<file path="src/rtl/pll_mgmt_responder.sv">
// Avalon-MM management responder for the video PLL reconfiguration port.
// Shadow N/M/C/BW/CP registers are written over the bus. START runs a timed
// BUSY (reconfigure) then LOCK (relock) sequence. The shadows are copied to
// the active outputs on the last BUSY cycle.
module pll_mgmt_responder #(
  parameter int RECONFIG_CYCLES = 16,
  parameter int LOCK_CYCLES     = 64
) (
  input  logic        clk,
  input  logic        reset_n,
  input  logic [5:0]  mgmt_address,
  input  logic        mgmt_read,
  input  logic        mgmt_write,
  input  logic [31:0] mgmt_writedata,
  output logic [31:0] mgmt_readdata,
  output logic        mgmt_waitrequest,
  output logic [17:0] active_m,
  output logic [17:0] active_n,
  output logic [17:0] active_c,
  output logic [8:0]  m_div,
  output logic [8:0]  n_div,
  output logic [8:0]  c_div,
  output logic [3:0]  active_bw,
  output logic [2:0]  active_cp,
  output logic        reconfig_busy,
  output logic        pll_locked
);

  localparam int CMAX = (RECONFIG_CYCLES > LOCK_CYCLES) ? RECONFIG_CYCLES : LOCK_CYCLES;
  localparam int CW   = $clog2(CMAX + 1);
  localparam logic [17:0] CNT_RST = 18'h1_0000;

  typedef enum logic [1:0] {S_IDLE, S_BUSY, S_LOCK} state_t;

  state_t          state_q;
  logic [CW-1:0]   cnt_q;
  logic            busy_q, locked_q;
  logic            mode_q;
  logic [17:0]     sh_n_q, sh_m_q, sh_c_q;
  logic [3:0]      sh_bw_q;
  logic [2:0]      sh_cp_q;
  logic [17:0]     act_n_q, act_m_q, act_c_q;
  logic [8:0]      div_n_q, div_m_q, div_c_q;
  logic [3:0]      act_bw_q;
  logic [2:0]      act_cp_q;
  logic            stall, wr_acc, start_acc;
  logic            unused_wdata;

  assign unused_wdata = ^mgmt_writedata[31:18];

  // Bypass forces divide-by-one; otherwise the ratio is hi + lo.
  function automatic logic [8:0] div_of(input logic [17:0] w);
    return w[16] ? 9'd1 : ({1'b0, w[15:8]} + {1'b0, w[7:0]});
  endfunction

  // Stall only in waitrequest mode while sequencing; STATUS reads always pass
  assign stall     = ~mode_q & busy_q &
                     (mgmt_write | (mgmt_read & (mgmt_address != 6'h01)));
  assign wr_acc    = mgmt_write & ~stall;
  assign start_acc = wr_acc & (mgmt_address == 6'h02);
  assign mgmt_waitrequest = stall;

  // Zero-latency read mux; reflects pre-write register contents
  always_comb begin
    mgmt_readdata = 32'h0;
    if (mgmt_read) begin
      case (mgmt_address)
        6'h00:   mgmt_readdata = {31'h0, mode_q};
        6'h01:   mgmt_readdata = {31'h0, (state_q == S_IDLE)};
        6'h03:   mgmt_readdata = {14'h0, sh_n_q};
        6'h04:   mgmt_readdata = {14'h0, sh_m_q};
        6'h05:   mgmt_readdata = {14'h0, sh_c_q};
        6'h08:   mgmt_readdata = {28'h0, sh_bw_q};
        6'h09:   mgmt_readdata = {29'h0, sh_cp_q};
        default: mgmt_readdata = 32'h0;
      endcase
    end
  end

  // Bus-writable shadow and mode registers
  always_ff @(posedge clk) begin
    if (!reset_n) begin
      mode_q  <= 1'b0;
      sh_n_q  <= CNT_RST;
      sh_m_q  <= CNT_RST;
      sh_c_q  <= CNT_RST;
      sh_bw_q <= 4'h0;
      sh_cp_q <= 3'h0;
    end else if (wr_acc) begin
      case (mgmt_address)
        6'h00:   mode_q  <= mgmt_writedata[0];
        6'h03:   sh_n_q  <= mgmt_writedata[17:0];
        6'h04:   sh_m_q  <= mgmt_writedata[17:0];
        6'h05:   sh_c_q  <= mgmt_writedata[17:0];
        6'h08:   sh_bw_q <= mgmt_writedata[3:0];
        6'h09:   sh_cp_q <= mgmt_writedata[2:0];
        default: ;
      endcase
    end
  end

  // Reconfig/lock sequencer with registered status and committed outputs
  always_ff @(posedge clk) begin
    if (!reset_n) begin
      state_q  <= S_LOCK;
      cnt_q    <= '0;
      busy_q   <= 1'b1;
      locked_q <= 1'b0;
      act_n_q  <= CNT_RST;
      act_m_q  <= CNT_RST;
      act_c_q  <= CNT_RST;
      div_n_q  <= 9'd1;
      div_m_q  <= 9'd1;
      div_c_q  <= 9'd1;
      act_bw_q <= 4'h0;
      act_cp_q <= 3'h0;
    end else begin
      case (state_q)
        S_IDLE: begin
          if (start_acc) begin
            state_q  <= S_BUSY;
            cnt_q    <= '0;
            busy_q   <= 1'b1;
            locked_q <= 1'b0;
          end
        end
        S_BUSY: begin
          if (cnt_q == CW'(RECONFIG_CYCLES - 1)) begin
            // Commit uses the pre-edge shadows, so a same-cycle write misses it
            act_n_q  <= sh_n_q;
            act_m_q  <= sh_m_q;
            act_c_q  <= sh_c_q;
            div_n_q  <= div_of(sh_n_q);
            div_m_q  <= div_of(sh_m_q);
            div_c_q  <= div_of(sh_c_q);
            act_bw_q <= sh_bw_q;
            act_cp_q <= sh_cp_q;
            state_q  <= S_LOCK;
            cnt_q    <= '0;
          end else begin
            cnt_q <= cnt_q + 1'b1;
          end
        end
        S_LOCK: begin
          if (cnt_q == CW'(LOCK_CYCLES - 1)) begin
            state_q  <= S_IDLE;
            cnt_q    <= '0;
            busy_q   <= 1'b0;
            locked_q <= 1'b1;
          end else begin
            cnt_q <= cnt_q + 1'b1;
          end
        end
        default: begin
          state_q  <= S_LOCK;
          cnt_q    <= '0;
          busy_q   <= 1'b1;
          locked_q <= 1'b0;
        end
      endcase
    end
  end

  assign active_n      = act_n_q;
  assign active_m      = act_m_q;
  assign active_c      = act_c_q;
  assign n_div         = div_n_q;
  assign m_div         = div_m_q;
  assign c_div         = div_c_q;
  assign active_bw     = act_bw_q;
  assign active_cp     = act_cp_q;
  assign reconfig_busy = busy_q;
  assign pll_locked    = locked_q;

endmodule
</file>
<file path="config.mk">
export PLATFORM = sky130hd
export DESIGN_NAME = pll_mgmt_responder
export DESIGN_NICKNAME = d
export VERILOG_FILES = /design/src/rtl/pll_mgmt_responder.sv
export SDC_FILE = /design/constraint.sdc
export NUM_CORES = 1
export LEC_CHECK = 0
export CORE_ASPECT_RATIO = 1.4
export CORE_UTILIZATION = 34
export DETAILED_ROUTE_END_ITERATION = 16
export PLACE_DENSITY = 0.58
export SYNTH_ARGS = -nofsm -noshare
export SYNTH_HDL_FRONTEND = slang
export SYNTH_SLANG_ARGS = --single-unit
</file>
<file path="constraint.sdc">
create_clock -name clk -period 2.2 [get_ports clk]
set_clock_uncertainty 0.05 [all_clocks]
set_input_delay 0.33 -clock clk [delete_from_list [all_inputs] [get_ports clk]]
set_output_delay 0.33 -clock clk [all_outputs]
set_load 0.1 [all_outputs]
</file>
==> flow_summary.rst, run 1 <==
.. list-table::
   :header-rows: 1

   * - Metric
     - Value
   * - Number of warning messages in the yosys log
     - 0
   * - CP Capture Type
     - output port
   * - Fin crit period
     - around 2400 ps
   * - Number of clock buffers inserted by TritonCTS
     - 17
   * - RSZ-0062 raised after global routing
     - true
   * - TritonCTS clock tree
     - done
   * - Wire length of the first global-routing pass
     - ~41,000 microns
   * - Hold buffers post-CTS
     - 0
   * - Total setup violations reported at the end of the flow
     - 18
   * - Initial Utilization
     - between 30% and 40%
   * - Total core area
     - 21,280 sq um
   * - Final Power
     - ~6 mW
   * - Transition time at the pin with the least slew margin
     - 574.3 ps
   * - Worst slew slack as a fraction of its limit
     - between 60% and 70%
   * - Number of violations of the max-capacitance limit
     - 0
   * - Critical path startpoint
     - mgmt_address[4]
   * - Number of nets with antenna violations after detailed routing
     - 0
   * - Worst Slack Setup Final
     - -227.8 ps
   * - Final Hold Fails
     - 0
   * - Sum Neg Setup Slack
     - -3221 ps
   * - Clk buf depth
     - 2
   * - Layout cell share with drive strength beyond 1
     - 28.11%
   * - Number of global-route vias before repair
     - approximately 7,300
   * - Primary FF master, synth
     - sky130_fd_sc_hd__dfxtp_1
   * - Sum of net half-perimeters after detailed placement
     - between 15,000 and 20,000 microns
   * - Number of distinct library cells after synthesis
     - 59
   * - Mean post-synth cell area
     - approximately 8.0 sq um
   * - Detailed-route DRC error count
     - 0
   * - Peak supply drop
     - approximately 0.47 mV
   * - Final core utilization
     - 50.43%
   * - Antenna violations before repair
     - 0
   * - Clock insertion delay at the later pin of the skew report
     - ~430 ps
   * - Worst hold path startpoint
     - n_div[1]
   * - Relative area change from synthesis to final layout
     - 44.55%
   * - Worst R2R Start
     - sh_c_q[8]
   * - Classification of the worst setup path
     - primary input to output port
   * - Count of input and output buffers
     - around 140
   * - Length of the first detailed-routing pass in iterations
     - 5
   * - Maximum number of pins on one net before global-route repair
     - 65
   * - Number of pins with negative max-slew slack in the final report
     - 0
   * - Required time of the critical path
     - about 1800 ps
   * - Post-DR vias/cell
     - 5.424
   * - Area of the mapped netlist
     - about 7400 sq um
   * - Total Nets Final
     - ~1,200
   * - Number of diodes added for antenna fixing
     - 0
   * - Pwr/cell area
     - between 500 and 600 nW/um^2
   * - Total GRT Usage
     - between 20% and 30%
   * - Run status
     - finished, violations left
   * - Violated checks
     - negative setup slack
   * - WL/cell
     - between 15 and 20 microns
   * - Number of clock sinks
     - between 150 and 200
   * - Clock transition at path regs
     - 60 ps
   * - Number of synthesized flops with an enable pin
     - 0
   * - Detailed-route via count
     - 7,642
   * - Top Ports
     - approximately 170
   * - Die Outline Area
     - roughly 22,000 sq um
   * - Min-Delay Path Class
     - register to register
   * - Flop and latch count out of synthesis
     - ~160
   * - Total overflow reported by the global router
     - 0
   * - Buffer type at the clock tree root
     - sky130_fd_sc_hd__clkbuf_16
   * - Arr. time, crit path
     - 2050 ps
   * - Post-placement worst setup slack
     - -536.3 ps
   * - Sequential share of the synthesized area
     - between 40% and 50%
   * - Static Leak
     - roughly 4.2 nW
   * - Synthesized netlist cell count
     - between 900 and 1,000
   * - Initial detailed-routing violation count
     - between 400 and 500
   * - Final Routed Wirelength
     - ~27,000 microns
   * - Share of flip-flops with an asynchronous set or reset after synthesis
     - 0%
   * - Chip Width
     - 126.9 microns
   * - Chip height
     - 176.9 microns
   * - FMAX
     - between 0.4 and 0.5 GHz
   * - H-tree levels
     - 4
   * - Highest net fanout along the worst path
     - 5
   * - Number of standard-cell rows in the floorplan
     - 63
   * - Final worst-path cycle share
     - 110.4%
   * - Gp weighted congestion
     - 0.9088
   * - Startpoint Class
     - primary input
-- stage by stage --
step                      hold slack, ps  cells  cell area, sq um
after floorplan                    394.3    945              7739
after global placement             391.5   1360              9799
after detailed placement           396.9   1360              9799
after CTS                          390.9   1406             10660
after global routing               419.6   1409             10730
final                              405.2   1409             10730
-- where the power goes --
part | switching [mW] | internal [mW]
Clock | 1.33 | 1.51
Sequential | 0.00423 | 2.92
Combinational | 0.254 | 0.110
-- cells by family after synthesis --
family	after synthesis	synth area share (%)
compound gates	247	20.27
buf+inv	82	5.678
xor+xnor	3	0.3539
other cells	1	0.05050
fa+ha+maj	31	5.527
simple gates	405	24.45
mux	2	0.2696
flops	161	43.40
-- cells in the mapped netlist (2+ instances only) --
library cell               count  share of area (%)
sky130_fd_sc_hd__nand2_1     253                 13
sky130_fd_sc_hd__dfxtp_1     161                 43
sky130_fd_sc_hd__a21oi_1     146                9.8
sky130_fd_sc_hd__nor2_1       49                2.5
sky130_fd_sc_hd__clkbuf_1     42                2.1
sky130_fd_sc_hd__nand3_1      30                2.0
sky130_fd_sc_hd__ha_1         28                4.7
sky130_fd_sc_hd__o21ai_0      23                1.6
sky130_fd_sc_hd__buf_4        21                2.1
sky130_fd_sc_hd__a222oi_1     14                1.9
sky130_fd_sc_hd__a211oi_1     12                1.2
sky130_fd_sc_hd__a21o_1       10                1.0
sky130_fd_sc_hd__buf_2        10               0.67
sky130_fd_sc_hd__nand4_1       9               0.76
sky130_fd_sc_hd__nor3_1        9               0.61
sky130_fd_sc_hd__or4_1         9               0.91
sky130_fd_sc_hd__a22oi_1       8               0.81
sky130_fd_sc_hd__nor2b_1       7               0.59
sky130_fd_sc_hd__o211ai_1      7               0.71
sky130_fd_sc_hd__o21bai_1      6               0.61
sky130_fd_sc_hd__and3_1        5               0.42
sky130_fd_sc_hd__inv_1         4               0.20
sky130_fd_sc_hd__nand3b_1      4               0.40
sky130_fd_sc_hd__nor4_1        4               0.34
sky130_fd_sc_hd__or4b_2        4               0.54
sky130_fd_sc_hd__a31oi_1       3               0.25
sky130_fd_sc_hd__and2_1        3               0.25
sky130_fd_sc_hd__buf_6         3               0.45
sky130_fd_sc_hd__fa_1          3               0.81
sky130_fd_sc_hd__o221a_2       3               0.45
sky130_fd_sc_hd__xnor2_1       3               0.35
sky130_fd_sc_hd__a221oi_1      2               0.24
sky130_fd_sc_hd__and3_2        2               0.20
sky130_fd_sc_hd__buf_1         2               0.10
sky130_fd_sc_hd__mux2i_1       2               0.27
sky130_fd_sc_hd__nand2_2       2               0.17
sky130_fd_sc_hd__nand2b_1      2               0.17
sky130_fd_sc_hd__nand4b_1      2               0.24
sky130_fd_sc_hd__o21a_1        2               0.20
sky130_fd_sc_hd__o31ai_1       2               0.20
sky130_fd_sc_hd__o41ai_1       2               0.24
sky130_fd_sc_hd__or4b_1        2               0.27
-- worst paths after layout --
check                                    endpoint  slack (ps)  cells past startpoint
worst min-delay path                     n_div[1]         410                      2
worst max register to register           c_div[4]          70                      6
worst max-delay path            mgmt_readdata[13]        -230                      9
worst min register to register           n_div[1]         410                      2
-- cells in the final DEF (no fill, tap or decap), drive strengths merged, types with 8 or more instances in the layout --
cell	count
a22oi	8
a222oi	14
a211oi	12
nand2	255
clkdlybuf4s50	21
nand4	9
conb	14
dfxtp	161
nor2	49
ha	28
or4	9
clkinv	9
o21ai	23
a21oi	146
inv	9
buf	225
a21o	10
clkbuf	20
nor3	11
nand3	30
-- routing by layer --
| metal | routed length, microns | GRT usage (%) | part of all wire [%] | up-vias |
|---|---|---|---|---|
| li1 | - | - | - | 3650 |
| met1 | 10820 | 27.77 | 40 | 3605 |
| met2 | 13410 | 42.45 | 49 | 306 |
| met3 | 1611 | 4.414 | 5.9 | 81 |
| met4 | 1369 | 12.80 | 5.0 | 0 |
| met5 | 0 | 0 | 0 | - |
-- what timing repair did --
action | in CTS | in global routing
endpoints found under the setup margin | 21 | 27
cloned | 4 | 3
pin swaps | 26 | 13
setup buffers | 10 | 2
gates resized for setup | 44 | 13
-- final cells by class --
class,instances,area [sq um]
Tap cell,260,325.3
Clock inverter,14,126.4
Multi-Input combinational cell,702,4144
Inverter,4,17.52
Fill cell,2058,10550
Sequential cell,161,3224
Clock buffer,18,439.2
Timing Repair Buffer,250,2457
-- registers in the layout, indices dropped and copies added, names as in the netlist --
register / count
c_div: 9
active_c: 18
sh_m_q: 18
cnt_q: 7
active_bw: 4
mode_q: 1
active_m: 18
n_div: 9
sh_n_q: 18
m_div: 9
active_n: 18
state_q: 2
pll_locked: 1
active_cp: 3
reconfig_busy: 1
sh_cp_q: 3
sh_c_q: 18
sh_bw_q: 4
-- worst max-delay path: stages --
cell	delay [ps]
sky130_fd_sc_hd__buf_6	90
sky130_fd_sc_hd__or4b_4	560
sky130_fd_sc_hd__buf_6	140
sky130_fd_sc_hd__nor2_4	140
sky130_fd_sc_hd__buf_6	150
sky130_fd_sc_hd__buf_6	120
sky130_fd_sc_hd__a222oi_1	140
sky130_fd_sc_hd__nor2_4	180
sky130_fd_sc_hd__buf_12	180
Note: power is estimated with default switching activity, not from simulation.
==> inputs of run 2 (changes only) <==
==> constraint.sdc (replaced) <==
create_clock -name clk -period 2.41 [get_ports clk]
set_clock_uncertainty 0.05 [all_clocks]
set_input_delay 0.3615 -clock clk [delete_from_list [all_inputs] [get_ports clk]]
set_output_delay 0.3615 -clock clk [all_outputs]
set_load 0.1 [all_outputs]
==> flow_summary.rst, run 2 (synthesis gave the netlist of run 1 again) <==
.. list-table::
   :header-rows: 1

   * - Metric
     - Value
   * - Chip height
     - 176.9 microns (unchanged)
   * - Gp weighted congestion
     - 0.9062 (-0.29%)
   * - Peak supply drop
     - 0.4737 mV (-0.19%)
   * - Final Power
     - 5.755 mW (-6.1%)
   * - Initial detailed-routing violation count
     - 573 (+15%)
   * - Die Outline Area
     - 22,440 sq um (unchanged)
   * - Placed cells
     - 1,334 (-1.9%)
   * - Highest net fanout along the worst path
     - 5 (unchanged)
   * - Layout cell share with drive strength beyond 1
     - 24.17% (-3.9 points)
   * - Detailed-route via count
     - 7,388 (-3.3%)
   * - Classification of the worst setup path
     - primary input to output port
   * - Number of clock sinks
     - 161 (unchanged)
   * - Total GRT Usage
     - 23.20% (-0.96 points)
   * - H-tree levels
     - 4 (unchanged)
   * - Worst Slack Setup Final
     - 33.58 ps (+261.4 ps)
   * - Most frequent cells in the layout
     - sky130_fd_sc_hd__nand2_1 (253), sky130_fd_sc_hd__dfxtp_1 (161), sky130_fd_sc_hd__buf_4 (155)
   * - Initial Utilization
     - 34.89% (unchanged)
   * - Pwr/cell area
     - 559.9 nW/um^2 (-1.9%)
   * - CP Capture Type
     - output port
   * - Number of standard-cell rows in the floorplan
     - 63 (unchanged)
   * - Antenna violations before repair
     - 0 (unchanged)
   * - Relative area change from synthesis to final layout
     - 38.43%
   * - Sum of net half-perimeters after detailed placement
     - 19,460 microns (-2.4%)
   * - Final Hold Fails
     - 0 (unchanged)
   * - Number of standard cells in the layout, taps in and fillers out
     - 1,373 (-2.6%)
   * - Worst slew slack as a fraction of its limit
     - 50.07% (-12 points)
   * - Min-Delay Path Class
     - register to register
   * - Number of global-route vias before repair
     - 6,930 (-4.7%)
   * - Fillers
     - 2,101 (+2.1%)
   * - WL/cell
     - 18.84 microns (-2.4%)
   * - Worst R2R Start
     - sh_m_q[0]
   * - Number of diodes added for antenna fixing
     - 0 (unchanged)
   * - Post-DR vias/cell
     - 5.381 (-0.79%)
   * - Top Ports
     - 165 (unchanged)
   * - Run status
     - completed
   * - Required time of the critical path
     - 2000 ps (+180 ps)
   * - Buffer type at the clock tree root
     - sky130_fd_sc_hd__clkbuf_16
   * - Total setup violations reported at the end of the flow
     - 0 (-18)
   * - Arr. time, crit path
     - 1960 ps (-90 ps)
   * - Worst hold path startpoint
     - active_n[0]
   * - Length of the first detailed-routing pass in iterations
     - 5 (unchanged)
   * - Startpoint Class
     - primary input
   * - Chip Width
     - 126.9 microns (unchanged)
   * - Fin crit period
     - about 2400 ps
   * - Total core area
     - 21,280 sq um (unchanged)
   * - Count of input and output buffers
     - 136 (unchanged)
   * - Post-placement worst setup slack
     - -374.9 ps (+161.4 ps)
   * - Number of clock buffers inserted by TritonCTS
     - 17 (unchanged)
   * - Clock transition at path regs
     - 60 ps (about the same)
   * - Static Leak
     - 3.936 nW (-5.4%)
   * - TritonCTS clock tree
     - done
   * - Final Routed Wirelength
     - 25,870 microns (-4.9%)
   * - End of the worst register-to-register path
     - m_div[4]
   * - Clock insertion delay at the later pin of the skew report
     - 430 ps (about the same)
   * - Sum Neg Setup Slack
     - 0 ps (+3221 ps)
   * - Total overflow reported by the global router
     - 0 (unchanged)
   * - Clk buf depth
     - 2 (unchanged)
   * - Wire length of the first global-routing pass
     - 39,210 microns (-3.8%)
   * - Number of violations of the max-capacitance limit
     - 0 (unchanged)
   * - Cells on Worst Hold Path
     - 2 (unchanged)
   * - Most common cell after layout, fill and taps aside
     - sky130_fd_sc_hd__nand2_1
   * - RSZ-0062 raised after global routing
     - true
   * - Transition time at the pin with the least slew margin
     - 742.2 ps (+168.0 ps)
   * - Total area of sequential cells
     - 3223 sq um (about the same)
   * - Hold EP
     - active_n[0]
   * - Number of nets with antenna violations after detailed routing
     - 0 (unchanged)
   * - FMAX
     - roughly 0.42 GHz
   * - Maximum number of pins on one net before global-route repair
     - 43 (-34%)
   * - Total Nets Final
     - 1,173 (-3.0%)
   * - Multi-input logic area
     - 4060 sq um (-2.0%)
   * - Worst r2r path cells
     - 6 (unchanged)
   * - Detailed-route DRC error count
     - 0 (unchanged)
   * - Number of pins with negative max-slew slack in the final report
     - 0 (unchanged)
   * - Final worst-path cycle share
     - a little over nine tenths
   * - Flop-to-flop setup slack
     - 170 ps (+100 ps)
## run 2: worst max path at each step
| stage | start | to | slack, ps | depth (start not counted) |
|---|---|---|---|---|
| 3_5_place_dp | mgmt_address[2] | mgmt_readdata[1] | -370 | 6 |
| 4_1_cts | mgmt_address[4] | mgmt_readdata[6] | -70 | 9 |
| 5_1_grt | mgmt_address[5] | mgmt_readdata[3] | -10 | 8 |
| 3_3_place_gp | mgmt_address[2] | mgmt_readdata[1] | -370 | 6 |
| 2_1_floorplan | mgmt_address[3] | mgmt_readdata[0] | -50 | 6 |
| 6_report | mgmt_address[5] | mgmt_readdata[3] | 30 | 8 |
## run 2: stage by stage
stage	hold slack, ps	cell area [sq um]	util, %
3_3_place_gp	392.1	9562	44.93
6_report	405.2	10280	48.30
3_5_place_dp	399.3	9562	44.93
5_1_grt	422.8	10280	48.30
2_1_floorplan	394.3	7716	-
4_1_cts	408.0	10310	48.45
## run 2: per-layer routing
metal	up-vias	global-route usage, %	routed length, microns
met5	-	0	0
met2	273	40.00	12640
met4	0	11.56	1160
met1	3469	26.85	10500
li1	3578	-	-
met3	68	5.381	1571
## run 2: what timing repair did
item,in CTS,in global routing
buffers inserted,7,0
hold endpoints to repair,0,0
resized for setup,27,6
hold buffers,0,0
cloned,2,0
endpoints found under the setup margin,19,18
pin swaps,22,10
## run 2: where the power goes
group / total [mW] / switching (mW) / leakage [nW] / internal, mW
Sequential: 2.67 / 0.00366 / 1.30 / 2.66
Clock: 2.79 / 1.20 / 0.297 / 1.59
Combinational: 0.297 / 0.217 / 2.34 / 0.0802
Total: 5.76 / 1.42 / 3.94 / 4.33
## run 2: critical path, cell delays in order
cell and delay (ps):
sky130_fd_sc_hd__buf_6 100, sky130_fd_sc_hd__or4b_4 550, sky130_fd_sc_hd__buf_4 160, sky130_fd_sc_hd__nor2_4 120, sky130_fd_sc_hd__buf_4 160, sky130_fd_sc_hd__a22oi_1 120
sky130_fd_sc_hd__a21oi_4 210, sky130_fd_sc_hd__buf_12 190
## run 2: area by class of cell
cell class | count | area share, %
inverters | 4 | 0.1704
flip-flops and latches | 161 | 31.35
multi-input cells | 702 | 39.50
clock inverters | 14 | 1.607
repair buffers | 214 | 19.94
well taps | 260 | 3.165
clock buffers | 18 | 4.272
==> inputs of run 3 (changes only) <==
--- a/config.mk
+++ b/config.mk
@@ -9,6 +9,7 @@
 export CORE_UTILIZATION = 34
 export DETAILED_ROUTE_END_ITERATION = 16
 export PLACE_DENSITY = 0.58
+export SKIP_CTS_REPAIR_TIMING = 1
 export SYNTH_ARGS = -nofsm -noshare
 export SYNTH_HDL_FRONTEND = slang
 export SYNTH_SLANG_ARGS = --single-unit
==> flow_summary.rst, run 3 (synthesis gave the netlist of run 1 again) <==
.. list-table::
   :header-rows: 1

   * - Metric
     - Value
   * - Run status
     - finished, violations left
   * - Violated checks
     - negative setup slack
   * - Total area of sequential cells
     - 3223 sq um (unchanged)
   * - Seq pwr share
     - 46.4% (about the same)
   * - Sum of net half-perimeters after detailed placement
     - 19,460 microns (unchanged)
   * - Clock insertion delay at the later pin of the skew report
     - 430 ps (about the same)
   * - Transition time at the pin with the least slew margin
     - 773.0 ps (+30.76 ps)
   * - Number of nets with antenna violations after detailed routing
     - 0 (unchanged)
   * - Detailed-route via count
     - 7,328 (-0.81%)
   * - Fin crit period
     - 2500 ps (+123.4 ps)
   * - Antenna violations before repair
     - 0 (unchanged)
   * - Initial detailed-routing violation count
     - 654 (+14%)
   * - Wire length of the first global-routing pass
     - 38,710 microns (-1.3%)
   * - Chip Width
     - 126.9 microns (unchanged)
   * - Pwr/cell area
     - 559.5 nW/um^2 (about the same)
   * - Clk buf depth
     - 2 (unchanged)
   * - Hold EP
     - active_n[0]
   * - Highest net fanout along the worst path
     - 5 (unchanged)
   * - Total GRT Usage
     - 22.85% (-0.35 points)
   * - Fillers
     - 2,103 (+0.095%)
   * - Min-Delay Path Class
     - register to register
   * - Internal power consumption
     - 4.331 mW (about the same)
   * - Final Power
     - 5.753 mW (about the same)
   * - Switching share of total power
     - 24.72% (about the same)
   * - Startpoint Class
     - primary input
   * - Length of the first detailed-routing pass in iterations
     - 6 (+1)
   * - Most common cell after layout, fill and taps aside
     - sky130_fd_sc_hd__nand2_1
   * - Relative area change from synthesis to final layout
     - 38.45% (about the same)
   * - Clock transition at path regs
     - 60 ps (about the same)
   * - Final Routed Wirelength
     - 25,830 microns (-0.17%)
   * - End of the worst register-to-register path
     - m_div[4]
   * - TritonCTS clock tree
     - done
   * - Layout cell share with drive strength beyond 1
     - 24.30% (+0.13 points)
   * - Total Nets Final
     - 1,171 (-0.17%)
   * - H-tree levels
     - 4 (unchanged)
   * - Final Hold Fails
     - 0 (unchanged)
   * - Total core area
     - 21,280 sq um (unchanged)
   * - Required time of the critical path
     - 2000 ps (about the same)
   * - Cells on Worst Hold Path
     - 2 (unchanged)
   * - Detailed-route DRC error count
     - 0 (unchanged)
   * - Critical path startpoint
     - mgmt_address[4]
   * - Final core utilization
     - 48.31% (about the same)
   * - Number of violations of the max-capacitance limit
     - 0 (unchanged)
   * - Worst r2r path cells
     - 6 (unchanged)
   * - Gp weighted congestion
     - 0.9062 (unchanged)
   * - Number of global-route vias before repair
     - 6,860 (-1.0%)
   * - Buffer type at the clock tree root
     - sky130_fd_sc_hd__clkbuf_16
   * - Maximum number of pins on one net before global-route repair
     - 43 (unchanged)
   * - Top Ports
     - 165 (unchanged)
   * - Final worst-path cycle share
     - 103.7% (+5.1 points)
   * - Chip height
     - 176.9 microns (unchanged)
   * - Portion of total power attributed to the clock network
     - 48.5% (about the same)
   * - Number of pins with negative max-slew slack in the final report
     - 0 (unchanged)
   * - Worst R2R Start
     - sh_m_q[0]
   * - WL/cell
     - 18.84 microns (about the same)
   * - Peak supply drop
     - 0.4716 mV (-0.45%)
   * - Die Outline Area
     - 22,440 sq um (unchanged)
   * - Total setup violations reported at the end of the flow
     - 13 (+13)
   * - Number of standard-cell rows in the floorplan
     - 63 (unchanged)
   * - Count of input and output buffers
     - 136 (unchanged)
   * - Multi-input logic area
     - 4070 sq um (+0.25%)
   * - Number of clock sinks
     - 161 (unchanged)
   * - Post-DR vias/cell
     - 5.345 (-0.67%)
   * - Number of clock buffers inserted by TritonCTS
     - 17 (unchanged)
   * - Most frequent cells in the layout
     - sky130_fd_sc_hd__nand2_1 (251), sky130_fd_sc_hd__dfxtp_1 (161), sky130_fd_sc_hd__buf_4 (154)
   * - Combinational share of power
     - 5.1% (about the same)
   * - Worst slew slack as a fraction of its limit
     - 48.00% (-2.1 points)
   * - Flop-to-flop setup slack
     - 160 ps (about the same)
   * - Number of diodes added for antenna fixing
     - 0 (unchanged)
   * - Arr. time, crit path
     - 2090 ps (+130 ps)
   * - Initial Utilization
     - 34.89% (unchanged)
   * - FMAX
     - 0.4000 GHz (-4.9%)
   * - Classification of the worst setup path
     - primary input to output port
   * - Total overflow reported by the global router
     - 0 (unchanged)
   * - Static Leak
     - 3.946 nW (+0.26%)
   * - CP Capture Type
     - output port
   * - Worst Slack Setup Final
     - -89.81 ps (-123.4 ps)
   * - RSZ-0062 raised after global routing
     - true
   * - Psw
     - 1.422 mW (about the same)
   * - Worst hold path startpoint
     - active_n[0]
[run 3: per-layer routing]
metal  global-route usage [%]  part of all wire [%]  vias to the layer above
met3                    4.837                   6.4                       62
met2                    39.61                    49                      295
li1                         -                     -                     3570
met5                        0                     0                        -
met4                    11.31                   4.2                        0
met1                    26.58                    40                     3401
[run 3: power by group through the flow]
stage          Sequential (mW)  Clock, mW  Combinational [mW]
6_report                  2.67       2.79               0.295
5_1_grt                   2.67       2.94               0.307
4_1_cts                   2.67       2.83               0.291
3_5_place_dp              2.73          0               0.291
3_3_place_gp              2.73          0               0.291
2_1_floorplan             2.73          0               0.200
[run 3: worst max path at each step]
stage	end	slack, ps
floorplan	mgmt_readdata[0]	-50
global placement	mgmt_readdata[1]	-370
detailed placement	mgmt_readdata[1]	-370
CTS	mgmt_readdata[1]	-390
global route	mgmt_readdata[6]	-120
finish	mgmt_readdata[6]	-90
[run 3: area by class of cell]
type | count | share of cell area [%]
multi-input cells | 702 | 39.59
flip-flops and latches | 161 | 31.35
repair buffers | 212 | 19.85
clock buffers | 18 | 4.272
well taps | 260 | 3.164
clock inverters | 14 | 1.606
inverters | 4 | 0.1704
[run 3: worst max-delay path, stage by stage]
cell,delay [ps]
sky130_fd_sc_hd__buf_6,100
sky130_fd_sc_hd__or4b_4,550
sky130_fd_sc_hd__nor3_4,290
sky130_fd_sc_hd__buf_12,160
sky130_fd_sc_hd__clkbuf_16,140
sky130_fd_sc_hd__a222oi_1,120
sky130_fd_sc_hd__nor2_4,180
sky130_fd_sc_hd__buf_12,190
[run 3: per-stage QoR]
| stage | std cells | hold WS (ps) | TNS, ps | instance area (sq um) | setup slack (ps) |
|---|---|---|---|---|---|
| 6_report | 1371 | 405.2 | -515.4 | 10280 | -89.81 |
| 5_1_grt | 1371 | 422.8 | -1056 | 10280 | -121.2 |
| 4_1_cts | 1366 | 408.0 | -6384 | 10170 | -389.1 |
| 3_5_place_dp | 1334 | 399.3 | -11130 | 9562 | -374.9 |
| 3_3_place_gp | 1334 | 392.1 | -9583 | 9562 | -367.2 |
| 2_1_floorplan | 945 | 394.3 | -220.8 | 7716 | -52.51 |
